**src/rtl/recibir_pkg.sv**
```systemverilog
// +----------------------------------------------------------------------------+
// | recibir_pkg : shared FSM encoding, baud divisors and ASCII digit bounds    |
// | Rev 1.0                                                                    |
// +----------------------------------------------------------------------------+
`default_nettype none

package recibir_pkg;

  typedef enum logic [2:0] {
    ST_IDLE  = 3'd0,
    ST_START = 3'd1,
    ST_DATA  = 3'd2,
    ST_STOP  = 3'd3,
    ST_BREAK = 3'd4
  } rx_state_t;

  // Clock cycles per bit at 50 MHz, identical to the transmit stage divisors
  localparam int B115200 = 434;
  localparam int B57600  = 868;
  localparam int B38400  = 1302;
  localparam int B19200  = 2604;
  localparam int B9600   = 5208;
  localparam int B4800   = 10417;
  localparam int B2400   = 20833;
  localparam int B1200   = 41667;
  localparam int B600    = 83333;
  localparam int B300    = 166667;

  localparam logic [7:0] ASCII_0 = 8'h30;
  localparam logic [7:0] ASCII_9 = 8'h39;

  function automatic logic [3:0] sat_inc10(input logic [3:0] v);
    return (v >= 4'd10) ? 4'd10 : v + 4'd1;
  endfunction

endpackage

`default_nettype wire

```
**src/rtl/uart_rx_core.sv**
```systemverilog
// +----------------------------------------------------------------------------+
// | uart_rx_core : 8N1 receiver - synchronizer, bit timer, FSM, shift register |
// | Rev 1.0                                                                    |
// +----------------------------------------------------------------------------+
`default_nettype none

module uart_rx_core
  import recibir_pkg::*;
#(
  parameter int BAUD = B115200
) (
  input  logic       clk,
  input  logic       rst,
  input  logic       rx,
  output logic [7:0] data,
  output logic       valid,
  output logic       frame_err
);

  localparam int CW = $clog2(BAUD);
  localparam logic [CW-1:0] c_half = CW'(BAUD / 2 - 1);
  localparam logic [CW-1:0] c_full = CW'(BAUD - 1);

  logic          r_rx_meta;
  logic          r_rx_s;
  rx_state_t     r_state;
  rx_state_t     w_state_nxt;
  logic [CW-1:0] r_cnt;
  logic [2:0]    r_bit_idx;
  logic [7:0]    r_shift;
  logic [7:0]    r_data;
  logic          r_valid;
  logic          r_frame_err;

  logic w_tick;
  logic w_load_half;
  logic w_load_full;
  logic w_shift;
  logic w_valid_set;
  logic w_ferr_set;

  assign w_tick = (r_cnt == '0);

  // Both stages reset to the idle level so reset never looks like a start bit
  always_ff @(posedge clk) begin
    if (rst) begin
      r_rx_meta <= 1'b1;
      r_rx_s    <= 1'b1;
    end else begin
      r_rx_meta <= rx;
      r_rx_s    <= r_rx_meta;
    end
  end

  always_ff @(posedge clk) begin
    if (rst) r_state <= ST_IDLE;
    else     r_state <= w_state_nxt;
  end

  always_comb begin
    w_state_nxt = r_state;
    w_load_half = 1'b0;
    w_load_full = 1'b0;
    w_shift     = 1'b0;
    w_valid_set = 1'b0;
    w_ferr_set  = 1'b0;
    case (r_state)
      ST_IDLE: begin
        if (!r_rx_s) begin
          w_load_half = 1'b1;
          w_state_nxt = ST_START;
        end
      end
      ST_START: begin
        if (w_tick) begin
          if (r_rx_s) begin
            w_state_nxt = ST_IDLE;
          end else begin
            w_load_full = 1'b1;
            w_state_nxt = ST_DATA;
          end
        end
      end
      ST_DATA: begin
        if (w_tick) begin
          w_shift     = 1'b1;
          w_load_full = 1'b1;
          if (r_bit_idx == 3'd7) w_state_nxt = ST_STOP;
        end
      end
      ST_STOP: begin
        if (w_tick) begin
          if (r_rx_s) begin
            w_valid_set = 1'b1;
            w_state_nxt = ST_IDLE;
          end else begin
            w_ferr_set  = 1'b1;
            w_state_nxt = ST_BREAK;
          end
        end
      end
      ST_BREAK: begin
        if (r_rx_s) w_state_nxt = ST_IDLE;
      end
      default: w_state_nxt = ST_IDLE;
    endcase
  end

  // The bit index wraps to 0 after the eighth shift, so every frame starts at bit 0
  always_ff @(posedge clk) begin
    if (rst) begin
      r_cnt       <= '0;
      r_bit_idx   <= 3'd0;
      r_shift     <= 8'h00;
      r_data      <= 8'h00;
      r_valid     <= 1'b0;
      r_frame_err <= 1'b0;
    end else begin
      r_valid     <= w_valid_set;
      r_frame_err <= w_ferr_set;
      if (w_load_half)      r_cnt <= c_half;
      else if (w_load_full) r_cnt <= c_full;
      else if (!w_tick)     r_cnt <= r_cnt - 1'b1;
      if (w_shift) begin
        r_shift   <= {r_rx_s, r_shift[7:1]};
        r_bit_idx <= r_bit_idx + 3'd1;
      end
      if (w_valid_set) r_data <= r_shift;
    end
  end

  assign data      = r_data;
  assign valid     = r_valid;
  assign frame_err = r_frame_err;

endmodule

`default_nettype wire

```
**src/rtl/recibir_datos.sv**
```systemverilog
// +----------------------------------------------------------------------------+
// | recibir_datos : UART receiver with optional '0'..'9' sequence checker      |
// | Sequence checker compiled in with RECIBIR_SEQ_CHECK_EN.  Rev 1.0           |
// +----------------------------------------------------------------------------+
`default_nettype none

module recibir_datos
  import recibir_pkg::*;
#(
  parameter int BAUD = B115200
) (
  input  logic       clk,
  input  logic       rst,
  input  logic       rx,
  output logic [7:0] data,
  output logic       valid,
  output logic       frame_err,
  output logic       seq_err,
  output logic [3:0] digit_count,
  output logic       done
);

  uart_rx_core #(
    .BAUD(BAUD)
  ) u_core (
    .clk       (clk),
    .rst       (rst),
    .rx        (rx),
    .data      (data),
    .valid     (valid),
    .frame_err (frame_err)
  );

`ifdef RECIBIR_SEQ_CHECK_EN
  logic [7:0] r_expected;
  logic [3:0] r_digit_count;
  logic       r_done;
  logic       r_seq_err;

  // Once '9' is accepted the expected byte stays at '9'; done alone rejects later bytes
  always_ff @(posedge clk) begin
    if (rst) begin
      r_expected    <= ASCII_0;
      r_digit_count <= 4'd0;
      r_done        <= 1'b0;
      r_seq_err     <= 1'b0;
    end else begin
      r_seq_err <= 1'b0;
      if (valid) begin
        if ((data == r_expected) && !r_done) begin
          r_digit_count <= sat_inc10(r_digit_count);
          if (data == ASCII_9) r_done     <= 1'b1;
          else                 r_expected <= r_expected + 8'd1;
        end else begin
          r_seq_err <= 1'b1;
        end
      end
    end
  end

  assign seq_err     = r_seq_err;
  assign digit_count = r_digit_count;
  assign done        = r_done;
`else
  assign seq_err     = 1'b0;
  assign digit_count = 4'd0;
  assign done        = 1'b0;
`endif

endmodule

`default_nettype wire

```
**config.mk**
```make
export PLATFORM = sky130hd
export DESIGN_NAME = recibir_datos
export DESIGN_NICKNAME = d
export VERILOG_FILES = /design/src/rtl/recibir_pkg.sv /design/src/rtl/uart_rx_core.sv /design/src/rtl/recibir_datos.sv
export SDC_FILE = /design/constraint.sdc
export NUM_CORES = 1
export LEC_CHECK = 0
export ABC_AREA = 1
export BUFFER_PORTS_ARGS = -buffer_cell sky130_fd_sc_hd__buf_2
export CORE_MARGIN = 5
export CORE_UTILIZATION = 35
export DETAILED_ROUTE_END_ITERATION = 6
export MAX_ROUTING_LAYER = met4
export SETUP_SLACK_MARGIN = 0.15
export SYNTH_ARGS = -nofsm -noshare
export SYNTH_HDL_FRONTEND = slang
export SYNTH_SLANG_ARGS = --single-unit
```
**constraint.sdc**
```tcl
create_clock -name clk -period 1.6 [get_ports clk]
set_input_delay 0.24 -clock clk [delete_from_list [all_inputs] [get_ports clk]]
set_output_delay 0.24 -clock clk [all_outputs]
set_load 0.01 [all_outputs]
```
Word level (Yosys, flattened, before mapping)
Cells that the tools add are included.

Input port bits: 3. Flip-flop bits (word level): 35. Logic and storage cells: 54.

Reduce and logical (&&, ||, !) cells: 6. Bitwise operators: 1. Equality and inequality tests: 13. Multiplexer cells: 21. Add/subtract/negate cells: 2.

Operator list (number): 2-to-1 mux 3 bit (7); 2-to-1 mux 9 bit (2); case mux 3 bit (5 select lines) (1); != test 2 x 1 -> 1 bit, second input constant (5); zero test 9 bit (1); subtractor 9 x 1 -> 9 bit, second input constant (1); 2-to-1 mux 1 bit (8); 2-to-1 mux 8 bit (1); == test 3 x 2 -> 1 bit, second input constant (2); == test 3 bit, second input constant (2); AND reduction 6 bit (1); != test 2 bit, second input constant (2); OR reduction 2 bit (2); adder 3 x 1 -> 3 bit, second input constant (1); == test 3 x 1 -> 1 bit, second input constant (1); zero test 3 bit (1); != test 3 bit, second input constant (1); OR reduction 3 bit (1); 2-to-1 mux 2 bit (1); case mux 1 bit (2 select lines) (1); inverter 1 bit (1).

Depth between registers and ports, before layout
Depth in word-level cells: 5. Mapped depth: 10.

Cells and area by module
From an unflattened synthesis, not the netlist that was laid out.

Cells, all modules: 208. Area total of the unflattened synthesis: 1594.0 um^2.

Modules (own cells, without submodules): uart_rx_core (cells each 201, instances 1, area an instance 1545.2 um^2, seq. area each 700.7 um^2); recibir_datos (cells each 7, instances 1, area an instance 48.8 um^2, seq. area each 0.0 um^2).

Least setup slack after synthesis
Ideal clock, no wire load.

Kind: register -> register. From: register u_core.r_cnt[0]. To: register u_core.r_cnt[5]. Path buffers: 1. Path slack: 0.229 ns. Required time: 1.491 ns. Stages on the path, launching flop included: 11. Arrival time: 1.262 ns. Setup time: 0.109 ns. Cell sequence: dfxtp_1 > inv_1 > ha_1 > nand2_1 > nor2_2 > nand3_2 > buf_4 > nand3_1 > nand3_1 > nand2_1 > inv_1.

Cells in the longest elaborated chain, start to end: 4. Elaborated cells on any way between the ends: 8.

RTL lines: from (decl) (RTL line uart_rx_core.sv:28) `logic [CW-1:0] r_cnt;`; from (signal assigned) (RTL line uart_rx_core.sv:121) `if (w_load_half) r_cnt <= c_half;`; from (signal assigned) (RTL line uart_rx_core.sv:122) `else if (w_load_full) r_cnt <= c_full;`; from (signal assigned) (RTL line uart_rx_core.sv:123) `else if (!w_tick) r_cnt <= r_cnt - 1'b1;`; parallel branches: the longest is 4 deep, another holds subtractor 9 x 1 -> 9 bit.

Several ways; the timed one is not identified. The select of a mux whose other input is x is not followed. A chain may end at the register's enable or synchronous reset.

Final worst setup path
From: register u_core.r_cnt[1]. To: register u_core.r_shift[6].

Cells in the longest elaborated chain, start to end: 3.

RTL lines: zero test 9 bit (RTL line uart_rx_core.sv:42) `assign w_tick = (r_cnt == '0);`; 2-to-1 mux 1 bit (RTL line uart_rx_core.sv:85) `if (w_tick) begin`; 2-to-1 mux 1 bit (RTL line uart_rx_core.sv:67) `case (r_state)`; to (signal assigned) (RTL line uart_rx_core.sv:125) `r_shift <= {r_rx_s, r_shift[7:1]};`; to (decl) (RTL line uart_rx_core.sv:30) `logic [7:0] r_shift;`.

No other way between the ends.

==> out/results.ini <==
[critical_path]
cp_cell_sequence = inv_2 -> ha_4 -> nand2_2 -> nor2_4 -> nand3_4 -> nor2_4 -> buf_6 -> o21ai_2 -> nor2_1
cp_num_buf_inv = 2
worstReg2RegEnd = u_core.r_shift[6]
reg2reg_from = u_core.r_cnt[1]
worstRegToRegCells = 9
crit_slowest_cell = dfxtp_2
crit_cells = 9
start_kind = register
path_delay_family = simple AND/OR/NAND/NOR gates
slowest_delay_ns = 0.33
crit_end = u_core.r_shift[6]
path_class = reg2reg
cp_max_fo = 6
arrival_ns = 1.62
startpoint = u_core.r_cnt[1]
path_common_cell = nor2_4
reg2reg_slack_ns = 0.20
worstPathRequired_ns = 1.83
cp-end-kind = register

[logic_synthesis]
synth_edf_count = 0
yosysWarnings = 0
synth_top_area_share_pct = 42.4
yosysSeqAreaShare_pct = 42.4
postSynthCellCount = 236
ys_types = 26
synth-main-ff-cell = dfxtp_1
syn_area_per_cell_um2 = 7.01
synthArstFlopShare_pct = 0
netlist.top_cell.by_area = dfxtp_1
ys_ff_latch = 35
synth.area.top_cells = dfxtp_1, nor2_1, nand2_1
netlist_area_mm2 = 0.00165

[global_routing]
grt_max_degree = 23
antenna_found_initial = 0
overflow = 0
grt_pass1_wl_mm = 5.36
grt.total_usage_pct = 11.2
grt_pass1_vias = 1219

[place]
dp.cells = 298
place_hpwl_mm = 2.20
place_area_mm2 = 0.00174
numPortBuffers = 12
gp_congestion = 0.893
dpl_worst_slack_ns = 0.0631

[routing]
dr_wl_met2_mm = 1.41
routed_wl_mm = 3.20
drtAntennaViolNets = 0
wl_met3_um = 141
wl_met1_mm = 1.58
route.detailed.drc = 0
via_per_inst = 4.47
maxUsedRoutingLayer = met4
vias = 1390
first_iter_violations = 120
dr.pass1.iters = 4
post_drt_wl_per_cell_um = 10.3

[cells_and_area]
layout-drive-gt1-share_pct = 23.0
final_cells = 311
nFillCells = 478
multi_input_area_um2 = 827
diodes = 0
final_area_mm2 = 0.00197
register_area_um2 = 703
nets = 262
syn2layout_area_growth_pct = 19.1
post-route-util_pct = 42.3

[clock_tree]
numCtsBuffers = 5
clk_latency_ns = 0.29
cts_tree = done
clock-sinks = 35
clock_path_buffers = 2
clkSlewWorstSetupHoldPaths_ns = 0.07
cts-root-buf = clkbuf_8
ctsHoldBuffers = 0
htreeDepth = 2

[timing]
finClkSkew_ns = 0.00559
setup_viol = 0
rsz0062_at_grt = true
fmax_mhz = 716
tns_ns = 0
min_period_over_period_pct = 87.2
slew_violations = 0
period_minus_slack_ns = 1.40
hold_slack_ns = 0.130
setup_ws_ns = 0.204
hold_viol_final = 0

[floorplanning]
rows = 25
core_area_mm2 = 0.00466
die_area_mm2 = 0.00620
initial_core_util_pct = 35.5
die_x_um = 78.7
die_h_um = 78.7
num_io_pins = 19

[power]
p_switching_mw = 1.38
power_frac_comb_pct = 42.0
cellLeakagePower_nw = 1.02
total_power_mw = 3.47
power.share.sequential_pct = 35.1
pwr-share-clk_pct = 22.9
max-vdd-ir-drop_mv = 0.812
p_int_mw = 2.09
power.density_mw_per_mm2 = 1760
switching_share_pct = 39.8

[run_status]
outcome = complete, no violations

[hold_path]
hp-class = in2reg

[run]
drv_cap = 0

-- cell usage after synthesis (3+ instances only) --
cell type / number
inv_2: 4
o21ai_1: 12
nor2_2: 7
ha_1: 3
nor2_1: 55
buf_4: 8
a21oi_1: 4
nand4_1: 3
nand3_1: 9
inv_1: 25
dfxtp_1: 35
o21ai_0: 4
nand2_1: 47
nor3_1: 3
-- layout by cell type, fill, tap and decap left out, drive strengths merged --
master	Yosys	routed
nand2	49	49
nor3	4	4
a21oi	4	4
o21ai	16	16
clkinv	0	2
nand3	10	10
o21a	1	1
conb	1	6
xor2	2	2
bufinv	0	1
ha	3	3
dfxtp	35	35
buf	11	21
clkbuf	2	5
or2	2	2
inv	29	29
nand4	4	4
nor2	63	63
-- metal layers --
metal	track usage [%]	vias to the layer above
met2	16.7	24
met1	13.9	609
met4	5.77	0
met5	-	-
met3	2.95	6
li1	-	751
-- cells by family (layout without fill, tap and decap cells) --
family,after synthesis,in the layout,synth area share (%)
xor+xnor,2,2,1.06
flops,35,35,42.4
simple gates,132,132,35.6
other cells,1,6,0.227
fa+ha+maj,3,3,2.27
compound gates,21,21,6.51
buf+inv,42,58,12.0
-- final cells by class --
| cell class | count | share of cell area [%] |
|---|---|---|
| Multi-Input combinational cell | 164 | 42.0 |
| Sequential cell | 35 | 35.7 |
| Timing Repair Buffer | 21 | 7.68 |
| Inverter | 29 | 5.52 |
| Clock buffer | 5 | 3.49 |
| Tap cell | 54 | 3.43 |
| Clock inverter | 3 | 2.22 |
-- flip-flops by register name (all words and copies together), names as in the netlist --
name and count:
u_core.r_cnt 9, u_core.data 8, u_core.r_shift 8, u_core.r_bit_idx 3
u_core.r_state 3, u_core.frame_err 1, u_core.r_rx_meta 1, u_core.r_rx_s 1
u_core.valid 1
-- power by group through the flow --
stage / logic, mW / registers, mW / clock network [mW]
after detailed placement: 1.24 / 1.21 / 0
final: 1.46 / 1.22 / 0.794
after global routing: 1.65 / 1.24 / 0.871
after CTS: 1.30 / 1.20 / 0.825
after global placement: 1.24 / 1.21 / 0
after floorplan: 1.06 / 1.18 / 0
-- worst min-delay path by stage --
stage | startpoint | slack, ns | cells past startpoint | to
final | rx | 0.13 | 2 | u_core.r_rx_meta
after floorplan | rx | 0.34 | 1 | u_core.r_rx_meta
after detailed placement | u_core.r_rx_meta | 0.40 | 1 | u_core.r_rx_s
after global placement | u_core.r_rx_meta | 0.39 | 1 | u_core.r_rx_s
after global routing | rx | 0.14 | 2 | u_core.r_rx_meta
after CTS | rx | 0.12 | 2 | u_core.r_rx_meta
-- what timing repair did --
item,4_1_cts,5_1_grt
pin swaps,1,5
resized for setup,5,15
endpoints found under the setup margin,28,30
cloned,0,1
setup buffers,1,3
No activity file was read; power rests on OpenSTA's default activity.
